<file path="config.mk">
export PLATFORM = sky130hd
export DESIGN_NAME = riscv_mem_arbiter_flat
export DESIGN_NICKNAME = d
export VERILOG_FILES = /design/src/rtl/riscv_mem_arbiter_if.sv /design/src/rtl/riscv_mem_arbiter.sv /design/src/flat_wrapper.sv
export SDC_FILE = /design/constraint.sdc
export NUM_CORES = 1
export LEC_CHECK = 0
export CAP_MARGIN = 0
export CORE_ASPECT_RATIO = 0.7
export CORE_MARGIN = 2
export CORE_UTILIZATION = 41
export DETAILED_ROUTE_END_ITERATION = 8
export PLACE_DENSITY = 0.81
export SLEW_MARGIN = 20
export SYNTH_ARGS = -nofsm -noshare
export SYNTH_HDL_FRONTEND = slang
export SYNTH_SLANG_ARGS = --single-unit
</file>
<file path="constraint.sdc">
create_clock -name clk -period 1.8 [get_ports clk]
set_clock_uncertainty 0.2 [all_clocks]
set_input_delay 0.18 -clock clk [delete_from_list [all_inputs] [get_ports clk]]
set_output_delay 0.18 -clock clk [all_outputs]
set_load 0.005 [all_outputs]
</file>
<file path="src/rtl/riscv_mem_arbiter_if.sv">
// Unified memory bus between the fetch/data arbiter and the memory model.
// The master side issues a level-held request; the slave answers with a one-cycle ack.
interface riscv_mem_arbiter_if #(
  parameter int ADDR_W = 32,
  parameter int DATA_W = 32
);
  logic              req;
  logic              we;
  logic [ADDR_W-1:0] addr;
  logic [DATA_W-1:0] wdata;
  logic [1:0]        size;
  logic              ack;
  logic [DATA_W-1:0] rdata;

  modport master (
    output req, we, addr, wdata, size,
    input  ack, rdata
  );

  modport slave (
    input  req, we, addr, wdata, size,
    output ack, rdata
  );
endinterface

</file>
<file path="src/rtl/riscv_mem_arbiter.sv">
// Fetch/data arbiter for one single-port memory bus.
// Data has priority, capped by a streak limit so a pending fetch always gets through.
module riscv_mem_arbiter #(
  parameter int ADDR_W          = 32,
  parameter int DATA_W          = 32,
  parameter int MAX_DATA_STREAK = 4
) (
  input  logic              clk,
  input  logic              rst,
  input  logic              i_inst_rd_en,
  input  logic [ADDR_W-1:0] i_inst_addr,
  output logic              o_instr_ready,
  output logic [DATA_W-1:0] o_instr_data,
  input  logic              i_data_rd_en,
  input  logic              i_data_wr_en,
  input  logic [ADDR_W-1:0] i_data_addr,
  input  logic [DATA_W-1:0] i_data_wr,
  input  logic [1:0]        i_data_size,
  output logic              o_data_ready,
  output logic [DATA_W-1:0] o_data_rd,
  riscv_mem_arbiter_if.master mem
);

  typedef enum logic [1:0] {
    IDLE,
    INST_BUSY,
    DATA_BUSY,
    RESP
  } state_e;

  localparam logic [3:0] STREAK_MAX = 4'(MAX_DATA_STREAK);

  state_e            state_q, state_d;
  logic [3:0]        streak_q, streak_d;
  logic              req_q, req_d;
  logic              we_q, we_d;
  logic [ADDR_W-1:0] addr_q, addr_d;
  logic [DATA_W-1:0] wdata_q, wdata_d;
  logic [1:0]        size_q, size_d;
  logic              instr_ready_q, instr_ready_d;
  logic [DATA_W-1:0] instr_data_q, instr_data_d;
  logic              data_ready_q, data_ready_d;
  logic [DATA_W-1:0] data_rd_q, data_rd_d;

  logic data_pend;
  logic data_win;

  assign data_pend = i_data_rd_en | i_data_wr_en;
  assign data_win  = data_pend &
                     (~i_inst_rd_en | (streak_q < STREAK_MAX));

  always_comb begin
    state_d       = state_q;
    streak_d      = streak_q;
    req_d         = req_q;
    we_d          = we_q;
    addr_d        = addr_q;
    wdata_d       = wdata_q;
    size_d        = size_q;
    instr_ready_d = 1'b0;
    instr_data_d  = instr_data_q;
    data_ready_d  = 1'b0;
    data_rd_d     = data_rd_q;

    case (state_q)
      IDLE: begin
        req_d = 1'b0;
        if (data_win) begin
          state_d = DATA_BUSY;
          req_d   = 1'b1;
          we_d    = i_data_wr_en;
          addr_d  = i_data_addr;
          wdata_d = i_data_wr;
          size_d  = i_data_size;
          // streak only counts data wins that held a fetch back
          if (i_inst_rd_en) begin
            streak_d = (streak_q == 4'hF) ? 4'hF : streak_q + 4'd1;
          end else begin
            streak_d = '0;
          end
        end else if (i_inst_rd_en) begin
          state_d  = INST_BUSY;
          req_d    = 1'b1;
          we_d     = 1'b0;
          addr_d   = i_inst_addr;
          size_d   = 2'b10;
          streak_d = '0;
        end
      end
      INST_BUSY: begin
        if (mem.ack) begin
          state_d       = RESP;
          req_d         = 1'b0;
          instr_ready_d = 1'b1;
          instr_data_d  = mem.rdata;
        end
      end
      DATA_BUSY: begin
        if (mem.ack) begin
          state_d      = RESP;
          req_d        = 1'b0;
          data_ready_d = 1'b1;
          if (!we_q) begin
            data_rd_d = mem.rdata;
          end
        end
      end
      RESP: begin
        state_d = IDLE;
      end
      default: begin
        state_d = IDLE;
      end
    endcase
  end

  always_ff @(posedge clk) begin
    if (rst) begin
      state_q       <= IDLE;
      streak_q      <= '0;
      req_q         <= 1'b0;
      we_q          <= 1'b0;
      addr_q        <= '0;
      wdata_q       <= '0;
      size_q        <= '0;
      instr_ready_q <= 1'b0;
      instr_data_q  <= '0;
      data_ready_q  <= 1'b0;
      data_rd_q     <= '0;
    end else begin
      state_q       <= state_d;
      streak_q      <= streak_d;
      req_q         <= req_d;
      we_q          <= we_d;
      addr_q        <= addr_d;
      wdata_q       <= wdata_d;
      size_q        <= size_d;
      instr_ready_q <= instr_ready_d;
      instr_data_q  <= instr_data_d;
      data_ready_q  <= data_ready_d;
      data_rd_q     <= data_rd_d;
    end
  end

  assign mem.req       = req_q;
  assign mem.we        = we_q;
  assign mem.addr      = addr_q;
  assign mem.wdata     = wdata_q;
  assign mem.size      = size_q;
  assign o_instr_ready = instr_ready_q;
  assign o_instr_data  = instr_data_q;
  assign o_data_ready  = data_ready_q;
  assign o_data_rd     = data_rd_q;

endmodule

</file>
<file path="src/flat_wrapper.sv">
// flat-port wrapper written by rule: the top's interface ports become plain ports
module riscv_mem_arbiter_flat 
#(
  parameter int ADDR_W          = 32,
  parameter int DATA_W          = 32,
  parameter int MAX_DATA_STREAK = 4
)
  (clk, rst, i_inst_rd_en, i_inst_addr, o_instr_ready, o_instr_data, i_data_rd_en, i_data_wr_en, i_data_addr, i_data_wr, i_data_size, o_data_ready, o_data_rd, mem_req, mem_we, mem_addr, mem_wdata, mem_size, mem_ack, mem_rdata);
  riscv_mem_arbiter_if #(.ADDR_W(ADDR_W), .DATA_W(DATA_W)) mem_i ();
  input  logic clk;
  input  logic rst;
  input  logic i_inst_rd_en;
  input  logic [ADDR_W-1:0] i_inst_addr;
  output logic o_instr_ready;
  output logic [DATA_W-1:0] o_instr_data;
  input  logic i_data_rd_en;
  input  logic i_data_wr_en;
  input  logic [ADDR_W-1:0] i_data_addr;
  input  logic [DATA_W-1:0] i_data_wr;
  input  logic [1:0] i_data_size;
  output logic o_data_ready;
  output logic [DATA_W-1:0] o_data_rd;
  output wire logic [$bits(mem_i.req)-1:0] mem_req;
  output wire logic [$bits(mem_i.we)-1:0] mem_we;
  output wire logic [$bits(mem_i.addr)-1:0] mem_addr;
  output wire logic [$bits(mem_i.wdata)-1:0] mem_wdata;
  output wire logic [$bits(mem_i.size)-1:0] mem_size;
  input wire logic [$bits(mem_i.ack)-1:0] mem_ack;
  input wire logic [$bits(mem_i.rdata)-1:0] mem_rdata;
  assign mem_req = mem_i.req;
  assign mem_we = mem_i.we;
  assign mem_addr = mem_i.addr;
  assign mem_wdata = mem_i.wdata;
  assign mem_size = mem_i.size;
  assign mem_i.ack = mem_ack;
  assign mem_i.rdata = mem_rdata;
  riscv_mem_arbiter #(.ADDR_W(ADDR_W), .DATA_W(DATA_W), .MAX_DATA_STREAK(MAX_DATA_STREAK)) u_core (.clk(clk), .rst(rst), .i_inst_rd_en(i_inst_rd_en), .i_inst_addr(i_inst_addr), .o_instr_ready(o_instr_ready), .o_instr_data(o_instr_data), .i_data_rd_en(i_data_rd_en), .i_data_wr_en(i_data_wr_en), .i_data_addr(i_data_addr), .i_data_wr(i_data_wr), .i_data_size(i_data_size), .o_data_ready(o_data_ready), .o_data_rd(o_data_rd), .mem(mem_i));
endmodule
</file>
# Yosys cells after proc, flatten, opt, wreduce, memory -nomap -nowiden

Cells that the tools add are included.

Flip-flop bits (word level): 140
Bits of input ports: 136
Output and inout port bits: 134
Word-level logic and storage cells: 57

$add $sub $neg: 1
Order comparisons: 1
Equality and inequality tests: 6
Multiplexer cells: 19
Bitwise logic cells: 7
Reduce and logical (&&, ||, !) cells: 12

Operators with widths:

| kind                | number |
|---|---|
| $mux 32             | 2 |
| $mux 4              | 4 |
| $mux 2              | 5 |
| $reduce_and 2->1    | 5 |
| $mux 1              | 6 |
| $pmux 2 s3          | 1 |
| $reduce_or 2->1     | 3 |
| $add 4x1->4 const B | 1 |
| $eq 2x2->1 const B  | 2 |
| $eq 4x4->1 const B  | 1 |
| $lt 4x3->1 const B  | 1 |
| $not 1->1           | 4 |
| $reduce_bool 2->1   | 2 |
| $ne 3x2->1 const B  | 1 |
| $reduce_and 3->1    | 1 |
| $eq 2x1->1 const B  | 1 |
| $logic_not 2->1     | 1 |
| $ne 2x1->1 const B  | 1 |
| $or 1x1->1          | 2 |
| $pmux 1 s2          | 1 |
| $and 1x1->1         | 1 |

# Longest topological paths before layout

Gate-level depths: netlist of the first run.

Word-level depth: 5
Mapped depth: 8
Depth with buffers taken out: 6

# Least setup slack after synthesis of the first run

No wires, ideal clock.

Kind: register to register
Start: register u_core.state_q[0]
End: register u_core.addr_q[23], in the netlist u_core.mem.addr[23]
Setup time: 0.081 ns
Arrival: 1.353 ns
Data required time: 1.519 ns
Setup slack: 0.165 ns
Stages on the path, launching flop included: 8
Buffers on the path: 2
Clock period less this slack: 1.635 ns
Cell sequence: dfxtp_1 inv_1 ha_1 buf_2 a21boi_4 buf_2 nor2_1 a211oi_2

Cells in the longest elaborated chain, start to end: 2

Ends and longest elaborated chain:

| item                              | line                     | text |
|---|---|---|
| from (decl)                       | riscv_mem_arbiter.sv:33  | `state_e state_q, state_d;` |
| from (signal assigned)            | riscv_mem_arbiter.sv:131 | `state_q <= state_d;` |
| $logic_not 2->1                   | riscv_mem_arbiter.sv:65  | `case (state_q)` |
| $reduce_and 2->1 (no source line) | -                        |  |
| to (signal assigned)              | riscv_mem_arbiter.sv:135 | `addr_q <= addr_d;` |
| to (decl)                         | riscv_mem_arbiter.sv:37  | `logic [ADDR_W-1:0] addr_q, addr_d;` |

No other way between the ends.
A chain may end at the register's enable or synchronous reset.

# Worst setup path after layout of the first run

Start: register u_core.data_rd_q[8], in the netlist u_core.o_data_rd[8]
End: output port o_data_rd[8]

RTL lines:

| item                   | line                     | text |
|---|---|---|
| from (decl)            | riscv_mem_arbiter.sv:43  | `logic [DATA_W-1:0] data_rd_q, data_rd_d;` |
| from (signal assigned) | riscv_mem_arbiter.sv:141 | `data_rd_q <= data_rd_d;` |
| to (decl)              | flat_wrapper.sv:22       | `output logic [DATA_W-1:0] o_data_rd;` |

No word-level cell between the ends.

==> results of run 1 <==
[report_power, final]
group	switching [mW]	leakage (nW)	total (mW)	internal (mW)
Combinational	2.33	1.88	4.99	2.66
Clock	1.42	0.304	3.78	2.36
Sequential	0.348	1.15	4.15	3.80
[synth_stat cells, drive strengths merged]
| cell type | n |
|---|---|
| nand2 | 229 |
| dfxtp | 140 |
| a21oi | 130 |
| nor2 | 45 |
| a211oi | 32 |
| buf | 31 |
| clkbuf | 21 |
| a22oi | 5 |
| ha | 4 |
| inv | 4 |
| and2 | 2 |
| and3 | 2 |
| o21ai | 2 |
| o31ai | 2 |
| or2 | 2 |
| a211o | 1 |
| a21boi | 1 |
| a21o | 1 |
| a32oi | 1 |
| and4 | 1 |
| mux2i | 1 |
| nand2b | 1 |
| nand3 | 1 |
| nor3 | 1 |
| nor3b | 1 |
| o22ai | 1 |
[how the worst max path moves through the flow]
stage	to	slack (ns)	cells past startpoint
2_1_floorplan	u_core.mem.addr[23]	0.17	7
3_3_place_gp	u_core.mem.addr[31]	-0.19	5
3_5_place_dp	u_core.mem.addr[31]	-0.23	5
4_1_cts	u_core.mem.addr[31]	0.01	4
5_1_grt	u_core.o_data_rd[28]	0.02	8
6_report	o_data_rd[8]	0.11	1
[cells by family (layout without fill, tap and decap cells)]
logic type / count (synthesis) / after routing / share of synthesized area (%)
and+or+nand+nor: 285 / 286 / 19.8
AOI/OAI and AO/OA: 176 / 176 / 23.0
DFF: 140 / 140 / 50.2
buffers and inverters: 56 / 332 / 5.90
adders and majority gates: 4 / 4 / 0.897
muxes: 1 / 1 / 0.179
[worst min-delay path: cells and delay by family]
family,cells,cell delay (ns)
and+or+nand+nor,1,0.05
buffers and inverters,1,0.40
AOI/OAI and AO/OA,1,0.05
[placed cells by master (no fill, tap or decap), types with 2 or more instances in the layout]
master / instances
and2_4: 2
clkinv_4: 2
a21oi_2: 30
inv_1: 4
clkbuf_16: 17
nor2_1: 44
a211oi_1: 2
ha_1: 3
dfxtp_1: 139
nand2_1: 229
inv_6: 5
a211oi_2: 30
buf_12: 13
clkinvlp_4: 2
buf_4: 14
a22oi_1: 5
a21oi_1: 100
clkdlybuf4s50_1: 268
bufinv_16: 4
[stage by stage]
step / cells / power (mW) / hold slack, ns
6_report: 1124 / 12.9 / 0.112
5_1_grt: 1124 / 13.6 / 0.104
4_1_cts: 1123 / 13.0 / 0.0953
3_5_place_dp: 1090 / 9.16 / 0.246
3_3_place_gp: 1090 / 9.05 / 0.241
2_1_floorplan: 662 / 6.70 / 0.116
[sequential cells by signal (all words and copies together), names as in the netlist]
register              count
u_core.mem.addr          32
u_core.mem.req            1
u_core.mem.size           2
u_core.mem.wdata         32
u_core.mem.we             1
u_core.o_data_rd         32
u_core.o_data_ready       1
u_core.o_instr_data      32
u_core.o_instr_ready      1
u_core.state_q            2
u_core.streak_q           4
[metal layers]
metal	vias up	wire length, um
met2	204	7750
li1	2716	-
met1	2499	7460
met4	0	250
met5	-	0
met3	22	1700
[what timing repair did]
item	CTS	global route
gates resized for setup	1	4
endpoints found under the setup margin	19	67
cloned	0	1
hold buffers	1	0
pin swaps	0	1
hold endpoints to repair	4	0
[final cells by class]
type / count / area (um^2)
clock buffers: 18 / 429
clock inverters: 14 / 208
fillers: 1058 / 4010
inverters: 4 / 15.0
multi-input cells: 467 / 2470
flip-flops and latches: 140 / 2800
well taps: 185 / 231
repair buffers: 296 / 3060
==> impl_metrics.prom, run 1 <==
# TYPE chip_impl_metric gauge
chip_impl_info{name="status",value="finished clean"} 1
chip_impl_info{name="cts_root_buf",value="clkbuf_16"} 1
chip_impl_metric{name="period_needed",unit="ns"} 1.69
chip_impl_metric{name="grt_util_all_layers",unit="%"} 22.8
chip_impl_metric{name="ctsLongestPathBuffers",unit=""} 2
chip_impl_metric{name="fin_setup_tns",unit="ns"} 0
chip_impl_metric{name="reg2regPathDepth",unit=""} 6
chip_impl_info{name="grt-busiest-layer",value="met2"} 1
chip_impl_metric{name="final-max-slew-violation-count",unit=""} 0
chip_impl_info{name="critical_path.startpoint",value="u_core.o_data_rd[8]"} 1
chip_impl_metric{name="vias",unit=""} 5441
chip_impl_metric{name="clk_pin_slew",unit="ns"} 0.07
chip_impl_metric{name="synth.distinct_cells",unit=""} 35
chip_impl_metric{name="timing_hold_violations_final",unit=""} 0
chip_impl_metric{name="via_per_inst",unit=""} 4.84
chip_impl_metric{name="synth_area",unit="um^2"} 5580
chip_impl_metric{name="dp.final_hpwl",unit="mm"} 12.0
chip_impl_metric{name="final_net_count",unit=""} 1066
chip_impl_metric{name="power.density_cell_area",unit="nW/um^2"} 1400
chip_impl_metric{name="slew-limit-headroom",unit="%"} 71.6
chip_impl_metric{name="clk_latency",unit="ns"} 0.40
chip_impl_info{name="criticalPathCategory",value="reg -> out"} 1
chip_impl_metric{name="postSynthNetCount",unit=""} 802
chip_impl_info{name="critical_path.reg2reg.startpoint",value="u_core.state_q[0]"} 1
chip_impl_metric{name="setup-violations-final",unit=""} 0
chip_impl_metric{name="synthesis.yosys.warnings",unit=""} 0
chip_impl_metric{name="grt_antenna_before_repair",unit=""} 0
chip_impl_metric{name="grt_start_max_net_pins",unit=""} 43
chip_impl_metric{name="finalWorstSetupSlack",unit="ns"} 0.114
chip_impl_metric{name="util_after_layout",unit="%"} 69.7
chip_impl_metric{name="syn2layout_area_growth",unit="%"} 65.2
chip_impl_metric{name="drv.max_cap_violation_count",unit=""} 0
chip_impl_metric{name="max_freq",unit="GHz"} 0.593
chip_impl_metric{name="path_buf_inv",unit=""} 1
chip_impl_metric{name="worst_slew_pin_slew",unit="ns"} 0.425
chip_impl_info{name="timing.critical_path.cells",value="clkdlybuf4s50_1"} 1
chip_impl_metric{name="total_die_area",unit="um^2"} 14600
chip_impl_metric{name="global_route_wire_length_before_repair",unit="mm"} 26.0
chip_impl_info{name="cpLargestDelayFamily",value="buffers and inverters"} 1
chip_impl_metric{name="via_count_of_the_first_global_routing_pass",unit=""} 5109
chip_impl_metric{name="hold-path-cell-count",unit=""} 3
chip_impl_metric{name="globalRoute.totalOverflow",unit=""} 0
chip_impl_metric{name="p_leak",unit="nW"} 3.33
chip_impl_metric{name="grt.met1_usage",unit="%"} 27.9
chip_impl_metric{name="io_buffers",unit=""} 269
chip_impl_metric{name="postSynthAreaPerCell",unit="um^2"} 8.43
chip_impl_metric{name="cts.sink_count",unit=""} 140
chip_impl_metric{name="grt.met2_usage",unit="%"} 36.6
chip_impl_info{name="worstSetupStartpointType",value="flop"} 1
chip_impl_metric{name="cp_data_required_time",unit="ns"} 1.42
chip_impl_info{name="unrepaired_setup_endpoints_after_global_routing",value="false"} 1
chip_impl_metric{name="ys_ff_latch",unit=""} 140
chip_impl_metric{name="placeableCoreArea",unit="um^2"} 13200
chip_impl_info{name="cpMaxStageDelayCell",value="clkdlybuf4s50_1"} 1
chip_impl_metric{name="place_congestion",unit=""} 0.794
chip_impl_metric{name="min_period_over_period",unit="%"} 93.7
chip_impl_info{name="crit_path_end_kind",value="output pin"} 1
chip_impl_info{name="synth_top_area_cell",value="dfxtp_1"} 1
chip_impl_info{name="worstHoldStart",value="i_data_wr[17]"} 1
chip_impl_metric{name="die_height",unit="um"} 102
chip_impl_metric{name="wl",unit="mm"} 17.2
chip_impl_metric{name="floorplan.io_pins",unit=""} 270
chip_impl_metric{name="groute.layer.met3.usage",unit="%"} 9.17
chip_impl_metric{name="drt_drc_violations_left",unit=""} 0
chip_impl_metric{name="start_util",unit="%"} 42.2
chip_impl_metric{name="cts-htree-levels",unit=""} 4
chip_impl_metric{name="pre_cts_ws",unit="ns"} -0.230
chip_impl_metric{name="post-cts-setup-buffer-count",unit=""} 0
chip_impl_metric{name="detailedRoute.firstIterationViolations",unit=""} 203
chip_impl_metric{name="critical_path.max_fanout",unit=""} 2
chip_impl_info{name="reg2reg_to",value="u_core.mem.addr[31]"} 1
chip_impl_metric{name="critical_path_arrival",unit="ns"} 1.31
chip_impl_metric{name="die_x",unit="um"} 143
chip_impl_metric{name="max_stage_delay",unit="ns"} 0.53
chip_impl_metric{name="rows",unit=""} 35
chip_impl_metric{name="antennaDiodeCount",unit=""} 0
chip_impl_metric{name="reg2reg_setup_slack",unit="ns"} 0.15
chip_impl_metric{name="synth_top_area_share",unit="%"} 50.2
chip_impl_metric{name="vdd_ir_drop_max",unit="uV"} 636
chip_impl_metric{name="fraction_of_the_yosys_area_taken_by_sequential_cells",unit="%"} 50.2
chip_impl_metric{name="post_route_cells_drive_above_1_share",unit="%"} 13.7
chip_impl_metric{name="tritoncts.num_buffers",unit=""} 17
chip_impl_info{name="cts_tree",value="built"} 1
chip_impl_metric{name="avgRoutedWirePerCell",unit="um"} 15.3
chip_impl_metric{name="fin_area",unit="um^2"} 9220
chip_impl_info{name="worstHoldPathType",value="in -> reg"} 1
chip_impl_metric{name="place_area",unit="um^2"} 8550
chip_impl_metric{name="postRouteAntennaNets",unit=""} 0
chip_impl_metric{name="drt_pass1_iterations",unit=""} 4
chip_impl_info{name="synth_area_leaders",value="dfxtp_1, nand2_1, a21oi_1"} 1
chip_impl_metric{name="postSynthCellCount",unit=""} 662
chip_impl_info{name="whs_endpoint",value="u_core.mem.wdata[17]"} 1
Note: power is estimated with default switching activity, not from simulation.
==> run 2: changes to the inputs <==
--- a/config.mk
+++ b/config.mk
@@ -11,7 +11,7 @@
 export CORE_UTILIZATION = 41
 export DETAILED_ROUTE_END_ITERATION = 8
 export PLACE_DENSITY = 0.81
-export SLEW_MARGIN = 20
+export SLEW_MARGIN = 30
 export SYNTH_ARGS = -nofsm -noshare
 export SYNTH_HDL_FRONTEND = slang
 export SYNTH_SLANG_ARGS = --single-unit
==> results of run 2 <==
Same layout as run 1: the final DEF is identical, and so are final timing and power.
